===== src/rtl/magic_buttons.sv =====
// magic_buttons: debounce Magic/Pause buttons, merge hotkeys, split short/long Magic presses
module magic_buttons #(
  parameter int CK35_PER_MS = 3500,
  parameter int DEBOUNCE_MS = 5,
  parameter int LONG_MS     = 2000
) (
  input  logic clk28,
  input  logic rst_n,
  input  logic ck35,
  input  logic n_int,
  input  logic n_int_next,
  input  logic magic_mode,
  input  logic btn_magic_n,
  input  logic btn_pause_n,
  input  logic kbd_magic,
  input  logic kbd_pause,
  output logic magic_button,
  output logic pause_button,
  output logic reboot_req
);
  localparam int PW = CK35_PER_MS > 1 ? $clog2(CK35_PER_MS) : 1;
  localparam int DW = $clog2(DEBOUNCE_MS + 1);
  typedef enum logic [1:0] {IDLE, HELD, LONG} state_t;
  logic [1:0] sync1_q, sync1_d, sync2_q, sync2_d, raw, deb_q, deb_d, hit, rise, fall;
  logic [1:0][DW-1:0] cnt_q, cnt_d;
  logic [PW-1:0] pre_q, pre_d;
  logic [10:0] hold_q, hold_d;
  state_t state_q, state_d;
  logic ms_tick, strobe, fsm_req, set_m, set_p, clr_m, clr_p;
  logic magic_req_q, magic_req_d, pause_req_q, pause_req_d;
  logic magic_vis_q, magic_vis_d, pause_vis_q, pause_vis_d;
  logic magic_button_q, magic_button_d, pause_button_q, pause_button_d, reboot_q, reboot_d;
  always_comb begin
    sync1_d = {btn_pause_n, btn_magic_n};
    sync2_d = sync1_q;
    raw = ~sync2_q;
    ms_tick = ck35 && pre_q == PW'(CK35_PER_MS - 1);
    pre_d = !ck35 ? pre_q : ms_tick ? '0 : pre_q + 1'b1;
    for (int i = 0; i < 2; i++) begin
      hit[i] = raw[i] != deb_q[i] && cnt_q[i] == DW'(DEBOUNCE_MS);
      cnt_d[i] = raw[i] == deb_q[i] || hit[i] ? '0 : cnt_q[i] + DW'(ms_tick);
    end
    deb_d = deb_q ^ hit;
    rise = hit & raw;
    fall = hit & ~raw;
  end
  always_comb begin
    state_d = state_q;
    hold_d = hold_q;
    reboot_d = 1'b0;
    fsm_req = 1'b0;
    case (state_q)
      IDLE: if (rise[0]) begin
        hold_d = '0;
        state_d = HELD;
      end
      HELD: if (hold_q == 11'(LONG_MS)) begin
        reboot_d = 1'b1;
        state_d = LONG;
      end else if (fall[0]) begin
        fsm_req = 1'b1;
        state_d = IDLE;
      end else if (ms_tick) hold_d = hold_q + 11'd1;
      LONG: if (fall[0]) state_d = IDLE;
      default: state_d = IDLE;
    endcase
  end
  // a latch clears only at a strobe where its output is already visible, and a set wins
  always_comb begin
    strobe = n_int & ~n_int_next;
    set_m = fsm_req | kbd_magic;
    set_p = rise[1] | kbd_pause;
    clr_m = strobe & magic_vis_q & ~set_m;
    clr_p = strobe & pause_vis_q & ~set_p;
    magic_req_d = set_m | (magic_req_q & ~clr_m);
    pause_req_d = set_p | (pause_req_q & ~clr_p);
    magic_vis_d = magic_req_q & ~clr_m;
    pause_vis_d = pause_req_q & ~clr_p;
    magic_button_d = magic_mode ? deb_q[0] : magic_vis_d;
    pause_button_d = pause_vis_d | deb_q[1];
  end
  always_ff @(posedge clk28 or negedge rst_n) begin
    if (!rst_n) begin
      sync1_q <= 2'b11;
      sync2_q <= 2'b11;
      deb_q <= '0;
      cnt_q <= '0;
      pre_q <= '0;
      hold_q <= '0;
      state_q <= IDLE;
      magic_req_q <= 1'b0;
      pause_req_q <= 1'b0;
      magic_vis_q <= 1'b0;
      pause_vis_q <= 1'b0;
      magic_button_q <= 1'b0;
      pause_button_q <= 1'b0;
      reboot_q <= 1'b0;
    end else begin
      sync1_q <= sync1_d;
      sync2_q <= sync2_d;
      deb_q <= deb_d;
      cnt_q <= cnt_d;
      pre_q <= pre_d;
      hold_q <= hold_d;
      state_q <= state_d;
      magic_req_q <= magic_req_d;
      pause_req_q <= pause_req_d;
      magic_vis_q <= magic_vis_d;
      pause_vis_q <= pause_vis_d;
      magic_button_q <= magic_button_d;
      pause_button_q <= pause_button_d;
      reboot_q <= reboot_d;
    end
  end
  assign magic_button = magic_button_q;
  assign pause_button = pause_button_q;
  assign reboot_req = reboot_q;
endmodule


===== config.mk =====
export PLATFORM = sky130hd
export DESIGN_NAME = magic_buttons
export DESIGN_NICKNAME = d
export VERILOG_FILES = /design/src/rtl/magic_buttons.sv
export SDC_FILE = /design/constraint.sdc
export NUM_CORES = 1
export LEC_CHECK = 0
export CORE_ASPECT_RATIO = 1.75
export CORE_MARGIN = 5
export CORE_UTILIZATION = 40
export DETAILED_ROUTE_END_ITERATION = 10
export PLACE_DENSITY_LB_ADDON = 0.05
export SYNTH_ARGS = -nofsm -noshare
export SYNTH_HDL_FRONTEND = slang
export SYNTH_SLANG_ARGS = --single-unit

===== constraint.sdc =====
create_clock -name clk28 -period 2.46 [get_ports clk28]
set_clock_uncertainty 0.15 [all_clocks]
set_input_delay 0.615 -clock clk28 [delete_from_list [all_inputs] [get_ports clk28]]
set_output_delay 0.615 -clock clk28 [all_outputs]
set_load 0.005 [all_outputs]

## Word level (Yosys, flattened, before mapping)

Cells that the tools add are included.

| cells by class | value |
|---|---|
| add/sub/neg operators | 4 |
| equal/unequal tests | 14 |
| muxes and demuxes | 18 |
| bitwise gates (word level) | 22 |
| reductions and logical operators | 8 |

Operators by type and width:

| cell | number |
|---|---|
| two-way mux 11 bit | 4 |
| case mux 11 bit (2 select lines) | 1 |
| adder 12 x 1 -> 12 bit, second input constant | 1 |
| == test 12 bit, second input constant | 1 |
| two-way mux 12 bit | 1 |
| adder 11 x 1 -> 11 bit, second input constant | 1 |
| == test 11 bit, second input constant | 1 |
| AND 1 bit | 8 |
| != test 2 bit, second input constant | 4 |
| adder 3 x 1 -> 3 bit | 2 |
| == test 3 bit, second input constant | 2 |
| two-way mux 1 bit | 6 |
| two-way mux 2 bit | 3 |
| two-way mux 3 bit | 2 |
| inverter 1 bit | 6 |
| case mux 2 bit (3 select lines) | 1 |
| OR 1 bit | 5 |
| AND reduction 5 bit | 1 |
| logical AND 1 bit | 3 |
| AND 2 bit | 1 |
| == test 1 bit | 2 |
| == test 2 x 1 -> 1 bit, second input constant | 1 |
| == test 2 bit, second input constant | 1 |
| logical NOT 2 bit | 1 |
| 5 further kinds | 7 |

| word-level totals | value |
|---|---|
| flip-flop bits (word level) | 44 |
| word-level logic and storage cells | 81 |

## Logic depth before layout (Yosys ltp)

Gate-level depths: netlist (run 1).

| depth | value |
|---|---|
| word-level depth | 13 |
| mapped depth | 8 |

## Least setup slack after synthesis (run 1)

Ideal clock, no wire load.

| timing | value |
|---|---|
| path kind | input -> register |
| start | input port ck35 |
| end | register cnt_q[2] in the netlist's numbering |
| setup time | 0.119 ns |
| data arrival time | 1.762 ns |
| required time | 2.191 ns |
| slack | 0.429 ns |
| stages | 7 |
| buffers on the path | 1 |
| path through | nand4b_1 nor3_1 clkbuf_1 ha_1 ha_1 xor2_1 and2_1 |

RTL lines:

| item | RTL line | RTL |
|---|---|---|
| start: declaration | 9 | `input logic ck35,` |
| end signal: assignment | 102 | `cnt_q <= cnt_d;` |
| end: declaration | 25 | `logic [1:0][DW-1:0] cnt_q, cnt_d;` |

## Worst setup path in the final report (run 1)

| timing | value |
|---|---|
| start | input port ck35 |
| end | register hold_q[5] |

| on the way | value |
|---|---|
| cells in the longest elaborated chain, start to end | 3 |

Ends and longest elaborated chain:

| item | RTL line | RTL |
|---|---|---|
| logical AND 1 bit | 37 | `ms_tick = ck35 && pre_q == PW'(CK35_PER_MS - 1);` |
| != test 2 bit (no line) | - |  |
| AND reduction 5 bit (no line) | - |  |
| end signal: assignment | 104 | `hold_q <= hold_d;` |
| end: declaration | 27 | `logic [10:0] hold_q, hold_d;` |

Every way passes these cells.
A chain may end at the register's enable or synchronous reset.

==> results of run 1 <==
[flip-flops by register name (all words and copies together), names as in the netlist, named ones only]
register      flops
pre_q            12
hold_q           11
cnt_q             6
state_q           2
sync1_q           2
sync2_q           2
magic_button      1
magic_req_q       1
magic_vis_q       1
pause_button      1
pause_req_q       1
pause_vis_q       1
reboot_req        1
[cells by family (layout without fill, tap and decap cells)]
group	Yosys count	count (layout)	synth area share (%)
fa+ha+maj	7	7	4.15
compound gates	36	36	12.8
xor+xnor	12	12	4.98
flops	44	44	52.4
buf+inv	15	36	3.26
mux	2	2	1.07
simple gates	82	82	21.4
[critical path, cell delays in order]
cell and delay (ns):
clkdlybuf4s50_1 0.48, nand4b_1 0.09, nor3_1 0.26, nor2_1 0.08, or3_1 0.48, o41ai_2 0.34
[Yosys cell counts (all sizes together) (4+ instances only)]
master	instances	area share [%]
ha	7	4.2
xnor2	6	2.5
nor2	21	3.7
o21ai	7	1.7
a31oi	4	1.9
dfstp	4	5.0
a21oi	4	1.1
xor2	6	2.5
nand2	16	2.8
inv	9	1.6
dfrtp	40	47
nand2b	4	1.2
nor3	4	0.95
and2	5	1.5
o31ai	13	4.6
nand3	5	1.2
nand4	6	1.8
[layout make-up]
| cell class | instances | area share [%] |
|---|---|---|
| clock inverter | 3 | 1.96 |
| clock buffer | 5 | 2.84 |
| tap | 55 | 2.84 |
| sequential | 44 | 45.6 |
| multi-input combinational | 139 | 38.5 |
| inverter | 9 | 1.39 |
| timing repair buffer | 19 | 6.91 |
[worst max path at each step]
stage | depth (start not counted) | end | slack, ns | start
floorplan | 7 | cnt_q[2]$_DFF_PN0_ | 0.43 | ck35
global placement | 6 | hold_q[5]$_DFFE_PN0P_ | -0.12 | ck35
detailed placement | 6 | hold_q[5]$_DFFE_PN0P_ | -0.18 | ck35
CTS | 6 | hold_q[5]$_DFFE_PN0P_ | 0.14 | ck35
global route | 6 | hold_q[5]$_DFFE_PN0P_ | 0.01 | ck35
finish | 6 | hold_q[5]$_DFFE_PN0P_ | 0.15 | ck35
[stage by stage]
step                      std cells  setup TNS, ns  hold slack (ns)
final                           274              0            0.210
after global routing            274              0            0.213
after CTS                       274              0            0.212
after detailed placement        266          -1.13            0.198
after global placement          266         -0.817            0.196
after floorplan                 198              0            0.169
[layout by cell type (no fill, tap or decap), types with 2 or more instances in the layout]
master           netlist  routed
xnor2_1                6       6
dfstp_2                4       4
mux2_2                 2       2
a31oi_1                3       3
nand2b_1               4       4
nand4_1                6       6
clkdlybuf4s50_1        0      11
inv_1                  9       9
and3_1                 2       2
nand3_1                5       5
xor2_1                 6       6
or2_2                  2       2
nor3_1                 4       4
o41ai_1                2       2
dfrtp_1               40      40
o21ai_0                6       6
and2_1                 5       5
nor2_1                21      21
clkinv_4               0       2
nand4b_1               3       3
o31ai_1               13      13
clkbuf_8               0       5
nor2b_1                3       3
ha_1                   7       7
buf_4                  1       7
nand3b_1               3       3
a21oi_1                3       3
nand2_1               16      16
[layer usage]
layer | track usage [%] | vias to the layer above
met1 | 14.0 | 740
li1 | - | 737
met3 | 3.17 | 4
met5 | 0 | -
met2 | 24.0 | 15
met4 | 4.54 | 0
[power by group]
group          total [mW]  switching (mW)  leakage (nW)  internal [mW]
Clock               0.556           0.251        0.0583          0.306
Sequential          0.857          0.0670         0.557          0.790
Combinational       0.163          0.0750         0.441         0.0876
Total                1.58           0.393          1.06           1.18
==> results.py, run 1 <==
metrics = {
    "final_layout": {
        "antenna_cells": 0,
        "area_growth_pct": 15.1,
        "num-nets-final": 235,
        "nFillCells": 491,
        "fin_area_mm2": 0.00243,
        "drive_above_1_share_pct": 13.7,
        "final_util_pct": 46.6,
        "multi_input_area_um2": 935,
        "layout.area.seq_mm2": 0.00111,
    },
    "route": {
        "wl_met2_mm": 2.19,
        "wl_met1_mm": 1.58,
        "drtIter0Drc": 47,
        "vias": 1496,
        "drc": 0,
        "dr.max_layer_used": "met4",
        "ant_nets": 0,
        "finalWirelength_mm": 3.90,
        "dr.pass1.iters": 4,
        "avgRoutedWirePerCell_um": 14.2,
        "viasPerCell": 5.46,
        "met3_length_um": 86,
    },
    "yosys": {
        "syn_area_mm2": 0.00211,
        "synth_edf_count": 0,
        "yosysUniqueCellTypes": 45,
        "seq_area_frac_synth_pct": 52.4,
        "async_flop_share_pct": 100,
        "yosysWarnings": 0,
        "synth_ff_type": "dfrtp_1",
        "syn_area_per_cell_um2": 10.7,
        "netlist_instances": 198,
        "syn-num-nets": 215,
        "ys_ff_latch": 44,
    },
    "timing": {
        "layout_min_cycle_time_ns": 2.31,
        "setup_viol": 0,
        "rsz0062_at_grt": "false",
        "worst_slew_pin_slew_ns": 0.552,
        "relSlewSlack_pct": 63.2,
        "finalWorstSetupSlack_ns": 0.149,
        "period_share_pct": 93.9,
        "drv_slew": 0,
        "fmax_mhz": 433,
        "hold_viol_final": 0,
    },
    "placement": {
        "gp_congestion": 0.793,
        "dpl-instance-area_mm2": 0.00231,
        "dpl_worst_slack_ns": -0.181,
        "io_buffer_count": 12,
        "dp_hpwl_mm": 2.87,
    },
    "die": {
        "die_h_um": 106,
        "die_w_um": 64.9,
        "core_region_area_mm2": 0.00521,
        "start_util_pct": 40.5,
        "ioPinCount": 13,
        "rows": 35,
        "die_area_mm2": 0.00688,
    },
    "clock_network": {
        "cts-resized-gates": 0,
        "post_cts_buffers": 0,
        "cts_hold_buf": 0,
        "h-tree-depth": 2,
        "cts.root.buffer_cell": "clkbuf_8",
        "cts_tree": "built",
        "cts_buffers": 5,
        "worstSkewPairLatency_ns": 0.29,
        "cts_buffer_depth": 2,
        "clk_pin_slew_worst_paths_ns": 0.09,
        "cts_sinks": 44,
    },
    "power_and_ir_drop": {
        "worst_ir_drop_vdd_mv": 0.414,
        "power_density_mw_per_mm2": 649,
        "power_mw": 1.58,
        "p_leak_nw": 1.06,
    },
    "critical_path": {
        "arrival_ns": 2.35,
        "worstSetupStartpointType": "input port",
        "rrSetupSlack_ns": 0.27,
        "required_ns": 2.50,
        "cp_max_fo": 9,
        "r2r_start": "hold_q[6]$_DFFE_PN0P_",
        "reg2reg_to": "hold_q[0]$_DFFE_PN0P_",
        "end_kind": "flop",
        "rr_worst_depth": 5,
        "worstSetupPathType": "in2reg",
    },
    "global_route": {
        "overflow": 0,
        "antenna_found_initial": 0,
        "grt_max_degree": 45,
        "first_global_vias": 1526,
        "grt_pass1_wl_mm": 6.96,
        "grt_usage_pct": 13.0,
    },
    "job": {
        "drv_cap": 0,
    },
    "hold_path": {
        "holdCritStartpoint": "sync1_q[0]$_DFF_PN1_",
        "whs_path_depth": 0,
        "whs_endpoint": "sync2_q[0]$_DFF_PN1_",
        "hold_path_class": "reg2reg",
    },
    "status": {
        "outcome": "finished clean",
    },
}
Note: power is estimated with default switching activity, not from simulation.
==> inputs of run 2 (changes only) <==
clock period = 2.5 ns   (was 2.46 ns; I/O delays follow)
==> run 2 against run 1 <==
  * Register-to-register slack improved by 0.03 ns
  * Core utilization increased by 0.096 points
  * Die area did not move
  * Worst hold slack better by 0.0016 ns
  * Count of clock-buffer cells in the layout up 1
  * First-iteration DRC count increased by 15%
==> results.py, run 2 (synthesized netlist as in run 1, its figures left out) <==
metrics = {
    "critical_path": {
        "worstSetupStartpointType": "input port",
        "r2r_start": "hold_q[6]$_DFFE_PN0P_",
        "cp_max_fo": 9,
        "crit_path_start": "ck35",
        "rrSetupSlack_ns": 0.30,
        "arrival_ns": 2.37,
        "reg2reg_to": "hold_q[0]$_DFFE_PN0P_",
        "worstSetupEndpoint": "hold_q[5]$_DFFE_PN0P_",
        "end_kind": "flop",
        "worstSetupPathType": "in2reg",
        "required_ns": 2.54,
        "rr_worst_depth": 5,
    },
    "route": {
        "vias": 1511,
        "finalWirelength_mm": 3.92,
        "drc": 0,
        "dr.pass1.iters": 4,
        "drtIter0Drc": 54,
        "avgRoutedWirePerCell_um": 14.3,
        "ant_nets": 0,
        "viasPerCell": 5.51,
    },
    "clock_network": {
        "h-tree-depth": 2,
        "cts_buffer_depth": 2,
        "worstSkewPairLatency_ns": 0.30,
        "clk_pin_slew_worst_paths_ns": 0.09,
        "cts-resized-gates": 0,
        "cts_sinks": 44,
        "post_cts_buffers": 0,
        "cts_tree": "built",
        "cts.root.buffer_cell": "clkbuf_8",
        "cts_buffers": 5,
        "cts_hold_buf": 0,
    },
    "job": {
        "drv_cap": 0,
    },
    "power_and_ir_drop": {
        "p_leak_nw": 1.06,
        "power_density_mw_per_mm2": 650,
        "power_mw": 1.58,
        "worst_ir_drop_vdd_mv": 0.380,
    },
    "global_route": {
        "use_met2_pct": 23.3,
        "grt_use_met1_pct": 13.5,
        "gr-usage-met3_pct": 3.17,
        "antenna_found_initial": 0,
        "grt_usage_pct": 12.8,
        "first_global_vias": 1562,
        "grt_pass1_wl_mm": 6.92,
        "overflow": 0,
        "top_usage_layer": "met2",
        "grt_max_degree": 45,
    },
    "die": {
        "die_h_um": 106,
        "start_util_pct": 40.5,
        "rows": 35,
        "die_w_um": 64.9,
        "core_region_area_mm2": 0.00521,
        "ioPinCount": 13,
        "die_area_mm2": 0.00688,
    },
    "final_layout": {
        "layout_commonest_cell": "dfrtp_1",
        "multi_input_area_um2": 935,
        "top_regs": "pre_q: 12 flops, hold_q: 11 flops, cnt_q: 6 flops",
        "antenna_cells": 0,
        "mostFrequentLayoutCells": "dfrtp_1 (40), nor2_1 (21), nand2_1 (16), o31ai_1 (13), clkdlybuf4s50_1 (11)",
        "final_util_pct": 46.7,
        "stdcell_count": 274,
        "nFillCells": 495,
        "largest_register": "pre_q",
        "num-nets-final": 235,
        "drive_above_1_share_pct": 13.7,
        "fin_area_mm2": 0.00243,
        "layout.area.seq_mm2": 0.00111,
        "largest_reg_flops": 12,
        "area_growth_pct": 15.3,
    },
    "timing": {
        "relSlewSlack_pct": 63.2,
        "drv_slew": 0,
        "hold_viol_final": 0,
        "worst_slew_pin_slew_ns": 0.552,
        "rsz0062_at_grt": "false",
        "finalSetupTns_ns": 0,
        "period_share_pct": 93.2,
        "setup_viol": 0,
        "fmax_mhz": 429,
        "layout_min_cycle_time_ns": 2.33,
    },
    "placement": {
        "dp_cells": 266,
        "dp_hpwl_mm": 2.89,
        "gp_congestion": 0.795,
        "io_buffer_count": 12,
        "dpl-instance-area_mm2": 0.00231,
    },
    "status": {
        "outcome": "finished clean",
    },
    "hold_path": {
        "whs_path_depth": 0,
        "hold_path_class": "reg2reg",
    },
}
run 2: cell types whose count changed in the layout (fill, tap and decap cells not counted), sizes merged:
cell    before  now
clkbuf       5    6
clkinv       2    1
run 2: layout make-up:
cell class,instances,share of cell area [%]
Clock buffer,6,3.40
Clock inverter,2,1.59
Inverter,9,1.39
Multi-Input combinational cell,139,38.4
Sequential cell,44,45.5
Tap cell,55,2.83
Timing Repair Buffer,19,6.89
run 2: power breakdown:
group | internal [mW] | total, mW | switching (mW)
sequential | 0.777 | 0.842 | 0.0645
clock | 0.327 | 0.570 | 0.244
combinational | 0.0904 | 0.168 | 0.0776
total | 1.19 | 1.58 | 0.386
run 2: worst min path at each step:
stage / startpoint / to / slack (ns)
global route: sync1_q[0]$_DFF_PN1_ / sync2_q[0]$_DFF_PN1_ / 0.22
floorplan: rst_n / asynchronous set/reset pin / 0.18
finish: sync1_q[0]$_DFF_PN1_ / sync2_q[0]$_DFF_PN1_ / 0.21
detailed placement: sync1_q[1]$_DFF_PN1_ / sync2_q[1]$_DFF_PN1_ / 0.20
global placement: sync1_q[0]$_DFF_PN1_ / sync2_q[0]$_DFF_PN1_ / 0.20
CTS: sync1_q[0]$_DFF_PN1_ / sync2_q[0]$_DFF_PN1_ / 0.21
run 2: worst max-delay path: stages:
cell and delay [ns]:
clkdlybuf4s50_1 0.48, nand4b_1 0.10, nor3_1 0.27, nor2_1 0.08
or3_1 0.48, o41ai_2 0.34
run 2: layer usage:
metal	share of wire (%)	vias to the layer above	wire length, um
met3	2.5	8	99
met5	0	-	0
met2	55	23	2170
li1	-	738	-
met4	2.5	0	97
met1	40	742	1550
run 2: per-stage QoR:
| step | setup slack (ns) | hold WS, ns |
|---|---|---|
| after floorplan | 0.459 | 0.179 |
| after detailed placement | -0.176 | 0.197 |
| final | 0.169 | 0.212 |
| after global routing | 0.0130 | 0.217 |
| after CTS | 0.140 | 0.214 |
| after global placement | -0.102 | 0.197 |
==> inputs of run 3 (changes only) <==
HOLD_SLACK_MARGIN = 0.12   (was unset)
==> results of run 3 <==
Same layout as run 2: the final DEF is identical, and so are final timing and power.
